===== src/rtl/raster_pixel_scheduler.sv =====
// raster_pixel_scheduler
//
// Walks raster coordinates (x,y) into a shared fixed-latency pixel shader and
// streams the returned pixels out as AXI4-Stream video. Coordinates are
// issued against credits, one per output-buffer entry. A pixel can only be
// issued when it is certain to find room in the buffer, so the shader never
// has to stall and no pixel is lost while the sink applies backpressure.
//
// Ports:
//   aclk, aresetn        clock; synchronous active-low reset
//   start                pulse; begins a frame when idle
//   continuous           level; sampled at frame end to chain another frame
//   busy                 high from accepted start until the final frame completes
//   frame_done           one-cycle pulse on the handshake of the frame's last pixel
//   shd_x, shd_y         coordinate to the shader
//   shd_valid            coordinate issue strobe
//   shd_pixel            shader result, SHADER_LAT cycles after its shd_valid
//   m_axis_tdata/tvalid/tready/tlast/tuser
//                        AXIS video out; tuser = start of frame, tlast = end of line
module raster_pixel_scheduler #(
  parameter int WIDTH      = 20,
  parameter int HEIGHT     = 20,
  parameter int COORD_W    = 5,
  parameter int SHADER_LAT = 2,
  parameter int FIFO_DEPTH = 4
) (
  input  logic               aclk,
  input  logic               aresetn,
  input  logic               start,
  input  logic               continuous,
  output logic               busy,
  output logic               frame_done,
  output logic [COORD_W-1:0] shd_x,
  output logic [COORD_W-1:0] shd_y,
  output logic               shd_valid,
  input  logic [31:0]        shd_pixel,
  output logic [31:0]        m_axis_tdata,
  output logic               m_axis_tvalid,
  input  logic               m_axis_tready,
  output logic               m_axis_tlast,
  output logic               m_axis_tuser
);

  localparam int CW = $clog2(FIFO_DEPTH + 1);
  localparam int AW = $clog2(FIFO_DEPTH);

  localparam logic [CW-1:0]      CREDIT_MAX  = CW'(FIFO_DEPTH);
  localparam logic [CW-1:0]      CREDIT_LAST = CW'(FIFO_DEPTH - 1);
  localparam logic [CW-1:0]      CREDIT_ONE  = CW'(1);
  localparam logic [COORD_W-1:0] X_LAST      = COORD_W'(WIDTH - 1);
  localparam logic [COORD_W-1:0] Y_LAST      = COORD_W'(HEIGHT - 1);
  localparam logic [COORD_W-1:0] COORD_ONE   = COORD_W'(1);
  localparam logic [AW-1:0]      PTR_ONE     = AW'(1);
  localparam logic [AW:0]        CNT_ONE     = (AW + 1)'(1);

  typedef enum logic [1:0] {
    IDLE  = 2'd0,
    ISSUE = 2'd1,
    DRAIN = 2'd2
  } state_t;

  state_t state_q, state_d;

  logic [COORD_W-1:0] x_q, y_q;
  logic [CW-1:0]      credits_q;

  logic issue;      // a coordinate goes to the shader this cycle
  logic frame_end;  // last pixel of the frame is being accepted
  logic restart;    // a new frame begins next cycle at (0,0)
  logic hs;         // AXIS handshake

  // Tracking pipeline, aligned with the shader: stage SHADER_LAT-1 describes
  // the pixel that is on shd_pixel in the current cycle.
  logic [SHADER_LAT-1:0] trk_vld_p;
  logic [SHADER_LAT-1:0] trk_sof_p;
  logic [SHADER_LAT-1:0] trk_eol_p;

  // Output buffer: {sof, eol, pixel}
  logic [33:0]   fifo_mem [FIFO_DEPTH];
  logic [AW-1:0] wr_ptr_q, rd_ptr_q;
  logic [AW:0]   fifo_cnt_q;
  logic          fifo_wr;
  logic [33:0]   fifo_head;

  assign hs = m_axis_tvalid & m_axis_tready;

  always_ff @(posedge aclk) begin
    if (!aresetn) begin
      state_q <= IDLE;
    end else begin
      state_q <= state_d;
    end
  end

  always_comb begin
    state_d   = state_q;
    issue     = 1'b0;
    frame_end = 1'b0;
    restart   = 1'b0;
    case (state_q)
      IDLE: begin
        if (start) begin
          state_d = ISSUE;
          restart = 1'b1;
        end
      end
      ISSUE: begin
        if (credits_q != '0) begin
          issue = 1'b1;
          if (x_q == X_LAST && y_q == Y_LAST) begin
            state_d = DRAIN;
          end
        end
      end
      DRAIN: begin
        // Nothing is issued here, so the frame is complete when the handshake
        // returns the only credit still outstanding.
        if (hs && credits_q == CREDIT_LAST) begin
          frame_end = 1'b1;
          if (continuous) begin
            state_d = ISSUE;
            restart = 1'b1;
          end else begin
            state_d = IDLE;
          end
        end
      end
      default: state_d = IDLE;
    endcase
  end

  assign busy       = (state_q != IDLE);
  assign frame_done = frame_end;
  assign shd_valid  = issue;
  assign shd_x      = x_q;
  assign shd_y      = y_q;

  // Raster coordinate counters with explicit wrap at the frame edges
  always_ff @(posedge aclk) begin
    if (!aresetn) begin
      x_q <= '0;
      y_q <= '0;
    end else if (restart) begin
      x_q <= '0;
      y_q <= '0;
    end else if (issue) begin
      if (x_q == X_LAST) begin
        x_q <= '0;
        y_q <= (y_q == Y_LAST) ? '0 : y_q + COORD_ONE;
      end else begin
        x_q <= x_q + COORD_ONE;
      end
    end
  end

  // Credits = FIFO_DEPTH - (in flight + buffered)
  always_ff @(posedge aclk) begin
    if (!aresetn) begin
      credits_q <= CREDIT_MAX;
    end else begin
      case ({issue, hs})
        2'b10:   credits_q <= credits_q - CREDIT_ONE;
        2'b01:   credits_q <= credits_q + CREDIT_ONE;
        default: credits_q <= credits_q;
      endcase
    end
  end

  // ---- stage p0 .. p(SHADER_LAT-1): issue tags travel with the shader ----
  always_ff @(posedge aclk) begin
    if (!aresetn) begin
      trk_vld_p <= '0;
    end else begin
      trk_vld_p[0] <= issue;
      for (int i = 1; i < SHADER_LAT; i++) begin
        trk_vld_p[i] <= trk_vld_p[i-1];
      end
    end
  end

  always_ff @(posedge aclk) begin
    trk_sof_p[0] <= (x_q == '0) && (y_q == '0);
    trk_eol_p[0] <= (x_q == X_LAST);
    for (int i = 1; i < SHADER_LAT; i++) begin
      trk_sof_p[i] <= trk_sof_p[i-1];
      trk_eol_p[i] <= trk_eol_p[i-1];
    end
  end

  // ---- pipeline output: shader result captured into the buffer ----
  assign fifo_wr = trk_vld_p[SHADER_LAT-1];

  always_ff @(posedge aclk) begin
    if (fifo_wr) begin
      fifo_mem[wr_ptr_q] <= {trk_sof_p[SHADER_LAT-1], trk_eol_p[SHADER_LAT-1], shd_pixel};
    end
  end

  always_ff @(posedge aclk) begin
    if (!aresetn) begin
      wr_ptr_q   <= '0;
      rd_ptr_q   <= '0;
      fifo_cnt_q <= '0;
    end else begin
      if (fifo_wr) begin
        wr_ptr_q <= wr_ptr_q + PTR_ONE;
      end
      if (hs) begin
        rd_ptr_q <= rd_ptr_q + PTR_ONE;
      end
      case ({fifo_wr, hs})
        2'b10:   fifo_cnt_q <= fifo_cnt_q + CNT_ONE;
        2'b01:   fifo_cnt_q <= fifo_cnt_q - CNT_ONE;
        default: fifo_cnt_q <= fifo_cnt_q;
      endcase
    end
  end

  // ---- AXIS output: head entry, forced to zero while the buffer is empty ----
  assign fifo_head     = fifo_mem[rd_ptr_q];
  assign m_axis_tvalid = (fifo_cnt_q != '0);
  assign m_axis_tdata  = m_axis_tvalid ? fifo_head[31:0] : '0;
  assign m_axis_tlast  = m_axis_tvalid & fifo_head[32];
  assign m_axis_tuser  = m_axis_tvalid & fifo_head[33];

endmodule


===== config.mk =====
export PLATFORM = sky130hd
export DESIGN_NAME = raster_pixel_scheduler
export DESIGN_NICKNAME = d
export VERILOG_FILES = /design/src/rtl/raster_pixel_scheduler.sv
export SDC_FILE = /design/constraint.sdc
export NUM_CORES = 1
export LEC_CHECK = 0
export ABC_AREA = 1
export CAP_MARGIN = 20
export CORE_UTILIZATION = 32
export CTS_BUF_LIST = sky130_fd_sc_hd__clkbuf_16
export DETAILED_ROUTE_END_ITERATION = 7
export PLACE_DENSITY = 0.52
export SYNTH_ARGS = -nofsm -noshare
export SYNTH_HDL_FRONTEND = slang
export SYNTH_SLANG_ARGS = --single-unit
export TNS_END_PERCENT = 30

===== constraint.sdc =====
create_clock -name aclk -period 2.15 [get_ports aclk]
set_clock_uncertainty 0.2 [all_clocks]
set_input_delay 0.5375 -clock aclk [delete_from_list [all_inputs] [get_ports aclk]]
set_output_delay 0.5375 -clock aclk [all_outputs]
set_load 0.05 [all_outputs]

; ---- Yosys cells after proc, flatten, opt, wreduce, memory -nomap -nowiden
; Memories as Yosys holds them, arrays and structs flattened. A register that Yosys moved wholly into a read port is not among the register bits.
; Index checks and enable logic that the tools add are counted.
[totals]
register_bits = 28
ramBits = 136
output_inout_bits = 48
wordCells = 73
n_memories = 1
[mem_list]
columns = memory, depth, width, rd, rd_ports_with_merged_regs, wr, line_no
row1 = fifo_mem, 4, 34, 1, 1, 1, 79  ; logic [33:0] fifo_mem [FIFO_DEPTH];
[op_classes]
addsub = 8
n_eq_ne = 13
muxes = 23
bitwise_logic = 4
reduce_logical = 14
[ops]
columns = operator, n
row1 = 2-to-1 mux 32 bit, 1
row2 = 2-to-1 mux 2 bit, 6
row3 = case mux 3 bit (2 select lines), 2
row4 = "adder 5 x 1 -> 5 bit, second input constant", 2
row5 = "== test 5 bit, second input constant", 2
row6 = logical NOT 5 bit, 2
row7 = 2-to-1 mux 1 bit, 10
row8 = 2-to-1 mux 5 bit, 2
row9 = "inequality test 2 bit, second input constant", 4
row10 = "adder 3 x 1 -> 3 bit, second input constant", 2
row11 = "== test 2 x 1 -> 1 bit, second input constant", 3
row12 = "== test 2 bit, second input constant", 3
row13 = case mux 2 bit (3 select lines), 1
row14 = nonzero test 2 bit, 3
row15 = nonzero test 3 bit, 2
row16 = "subtractor 3 x 1 -> 3 bit, second input constant", 2
row17 = "adder 2 x 1 -> 2 bit, second input constant", 2
row18 = AND reduction 4 bit, 1
row19 = AND 1 bit, 3
row20 = "== test 3 x 2 -> 1 bit, second input constant", 1
row21 = logical AND 1 bit, 3
row22 = logical NOT 2 bit, 1
row23 = case mux 1 bit (2 select lines), 1
row24 = AND reduction 2 bit, 1
row25 = other kinds (2), 2

; ---- Longest topological paths before layout
[logic_depth]
word_depth = 6
mapped_depth = 12

; ---- Worst setup path after synthesis
; Ideal clock, no wire load.
[synth_timing]
kind = register to output
start = register fifo_cnt_q[0]
end = output frame_done
arrival_ns = 1.961
t_required_ns = 1.412
setup_slack_ns = -0.548
path_stages_with_launch = 5
cell_sequence = dfxtp_1 > inv_1 > nand3_2 > nand3_1 > nor3_1
[synth_via]
elab_chain_len = 5
[synth_rtl]
columns = element, line_no
row1 = from (decl), 81  ; logic [AW:0] fifo_cnt_q;
row2 = from (signal assigned), 212  ; 2'b10: fifo_cnt_q <= fifo_cnt_q + CNT_ONE;
row3 = from (signal assigned), 213  ; 2'b01: fifo_cnt_q <= fifo_cnt_q - CNT_ONE;
row4 = from (signal assigned), 214  ; default: fifo_cnt_q <= fifo_cnt_q;
row5 = nonzero test 3 bit, 221  ; assign m_axis_tvalid = (fifo_cnt_q != '0);
row6 = via m_axis_tvalid, 38  ; output logic m_axis_tvalid,
row7 = AND 1 bit, 85  ; assign hs = m_axis_tvalid & m_axis_tready;
row8 = logical AND 1 bit, 118  ; if (hs && credits_q == CREDIT_LAST) begin
row9 = 2-to-1 mux 1 bit, 118
row10 = 2-to-1 mux 1 bit, 100  ; case (state_q)
row11 = to (decl), 32  ; output logic frame_done,
; The timed path passes the listed nets, and every way through them passes these cells.

==> summary.md <==
| Metric | Value |
|---|---|
| Fin crit period | `2.46 ns` |
| Drt wl/cell | `15.5 um` |
| Layout area overhead | `39.8%` |
| Max IR drop VDD | `0.576 mV` |
| Worst slack at placement | `-0.361 ns` |
| R2R depth | `12` |
| FMAX | `0.406 GHz` |
| CP Buf/Inv Count | `3` |
| Core ar. | `0.0205 mm2` |
| Cell Pwr Density | `1270 mW/mm2` |
| Cts hold-fix bufs | `0` |
| Max-cap violations | `0` |
| CTS tree | `done` |
| CP peak stage delay | `0.44 ns` |
| Static Leak | `3.41 nW` |
| Crit path max fanout | `16` |
| Row cnt | `52` |
| Root buf cell | `clkbuf_16` |
| Mapped cell area | `0.00678 mm2` |
| Crit Path Category | `reg2out` |
| Failing checks | `setup timing` |
| CTS max path bufs | `2` |
| Setup crit start kind | `register` |
| Yosys warns | `0` |
| RSZ-0062 raised after global routing | `true` |
| Vert. Die Dim | `148 um` |
| Crit-path slowest cell | `dfxtp_4` |
| Final TNS setup | `-8.86 ns` |
| CP arrival | `1.72 ns` |
| Clk_lat worst skew | `0.42 ns` |
| Status | `complete, but fails checks` |
| Drt initial violations | `263` |
| Diode count | `0` |
| Pin count of the biggest net entering global routing | `35` |
| Slack of the critical path | `-0.312 ns` |
| First-pass GRT wire length | `24500 um` |
| Chip Width | `148 um` |
| Hold path depth | `0` |
| Layout cell share with drive strength beyond 1 | `25.4%` |
| Initial core utilization | `33.1%` |
| Worst Hold Slack | `0.127 ns` |
| Hold Startpoint | `trk_eol_p[0]$_DFF_P_` |
| Vias per inst | `4.67` |
| WHS Endpoint | `trk_eol_p[1]$_DFF_P_` |
| Most frequent cells in the layout | `nor2_1, edfxtp_1, o21ai_1` |
| HPWL Detailed | `9570 um` |
| Antenna-violating nets left | `0` |
| DR vias | `4642` |
| CP top delay family | `buffers and inverters` |
| Finish-stage setup viols | `36` |
| FF+latch count, synth | `166` |
| Worst hold-check path type | `reg2reg` |
| # DRC | `0` |
| Initial antenna violation count | `1` |
| Grt ovf | `0` |
| Final hold vios | `0` |
| Post-synthesis sequential area ratio | `69.1%` |
| Final GP Congestion | `0.787` |
| # IOs | `85` |
| DIE AREA | `0.0218 mm2` |
| Drt pass-1 iters | `4` |
| Number of global-route vias before repair | `4576` |
| Num Clock Sinks | `166` |
| Cts bufs inserted | `17` |
| Actual slew at the worst max-slew pin | `0.341 ns` |
| Final nets | `760` |
| Slew Limit Fails | `0` |
| WL final | `15400 um` |
| Crit. End Element | `output port` |
| Yosys cell types | `29` |
| RR Startpoint | `fifo_cnt_q[1]$_SDFFE_PN0P_` |
| Post-Syn Area per Cell | `11.3 um2` |
| Htree depth | `4` |
| Crit path required time | `1.41 ns` |
| PortBufs | `84` |
| R2r endpoint | `fifo_cnt_q[2]$_SDFFE_PN0P_` |
| Post-Syn Nets | `650` |
| Slew headroom | `77.3%` |
| Syn Inst Count | `601` |
| Cell Chain, Critical Path | `buf_12, buf_4, nor2_1, nor2_1, o21ai_1, a21oi_2, buf_12` |
| Clock slew at reported path FFs | `0.06 ns` |
| Final period utilization | `115%` |
| Most common cell after layout, fill and taps aside | `nor2_1` |
| Reg2Reg Setup Slack | `0.16 ns` |
| Tot GR Track Use | `15.0%` |
-- repair_timing --
action	4_1_cts	5_1_grt
setup buffers	2	1
endpoints found under the setup margin	36	38
pin swaps	14	12
gates resized for setup	55	23
cloned	3	1
-- routing by layer --
metal / global-route usage, % / share of wire (%) / routed length (um) / vias up
met2: 25.7 / 50 / 7660 / 119
met5: 0 / 0.078 / 12 / -
met4: 4.43 / 0.94 / 145 / 2
met3: 4.48 / 6.7 / 1030 / 12
met1: 18.0 / 43 / 6540 / 2216
li1: - / - / - / 2293
-- worst max-delay path by stage --
stage | slack (ns) | startpoint | cells past startpoint | to
detailed placement | -0.36 | m_axis_tready | 10 | credits_q[2]$_SDFFE_PN1P_
floorplan | -0.15 | register | 5 | m_axis_tdata[0]
finish | -0.31 | register | 7 | m_axis_tdata[3]
global route | -0.45 | register | 7 | m_axis_tdata[0]
global placement | -0.31 | m_axis_tready | 10 | credits_q[2]$_SDFFE_PN1P_
CTS | -0.34 | register | 7 | m_axis_tdata[12]
-- power breakdown --
part	internal (W)	switching (W)
logic	0.00238	0.00304
registers	0.00360	0.0000962
clock network	0.00174	0.00120
total	0.00773	0.00433
-- layout make-up --
| cell class | count | area, um2 |
|---|---|---|
| inverter | 39 | 164 |
| sequential | 166 | 4690 |
| tap | 270 | 338 |
| multi-input combinational | 370 | 2020 |
| clock buffer | 21 | 526 |
| clock inverter | 11 | 63.8 |
| fill | 1850 | 11000 |
| timing repair buffer | 117 | 1670 |
-- synth_stat cells --
cell type | instances | share of area, %
clkinv_1 | 1 | 0.055
buf_6 | 5 | 0.83
clkbuf_1 | 7 | 0.39
o21ai_0 | 66 | 4.9
nor2_4 | 2 | 0.33
buf_2 | 12 | 0.89
nor2_2 | 1 | 0.092
edfxtp_1 | 136 | 60
o21bai_4 | 1 | 0.28
nand2_2 | 1 | 0.092
nand4_1 | 3 | 0.28
xor2_1 | 3 | 0.39
dfxtp_1 | 30 | 8.9
nand3_1 | 15 | 1.1
nand2_1 | 36 | 2.0
inv_2 | 3 | 0.17
inv_1 | 33 | 1.8
xnor2_1 | 1 | 0.13
o21ai_1 | 13 | 0.96
buf_4 | 2 | 0.22
nor2_1 | 159 | 8.8
a21oi_1 | 51 | 3.8
ha_1 | 10 | 1.8
fa_1 | 2 | 0.59
nor3_1 | 1 | 0.074
nand2_4 | 2 | 0.33
o21ai_2 | 1 | 0.13
inv_4 | 2 | 0.18
nand3_2 | 2 | 0.30
-- stage by stage --
| step | total power (W) | cells | utilization, % | area, um2 |
|---|---|---|---|---|
| after CTS | 0.0122 | 993 | 46.1 | 9450 |
| after global routing | 0.0126 | 994 | 46.3 | 9480 |
| after floorplan | 0.00644 | 601 | - | 6970 |
| final | 0.0121 | 994 | 46.3 | 9480 |
| after detailed placement | 0.00892 | 956 | 42.4 | 8690 |
| after global placement | 0.00886 | 956 | 42.4 | 8690 |
-- cells by family (layout without fill, tap and decap cells) --
kind of cell,after synthesis,after routing,synth area share (%)
simple gates,222,222,13.4
flops,166,166,69.1
compound gates,132,132,10.0
buf+inv,65,188,4.56
fa+ha+maj,12,12,2.44
xor+xnor,4,4,0.517
-- registers in the layout, indices dropped and copies added, names as in the netlist, named ones only --
register / flops
fifo_mem: 136
shd_x: 5
shd_y: 5
credits_q: 3
fifo_cnt_q: 3
rd_ptr_q: 2
state_q: 2
trk_eol_p: 2
trk_sof_p: 2
trk_vld_p: 2
wr_ptr_q: 2
No activity file was read; power rests on OpenSTA's default activity.
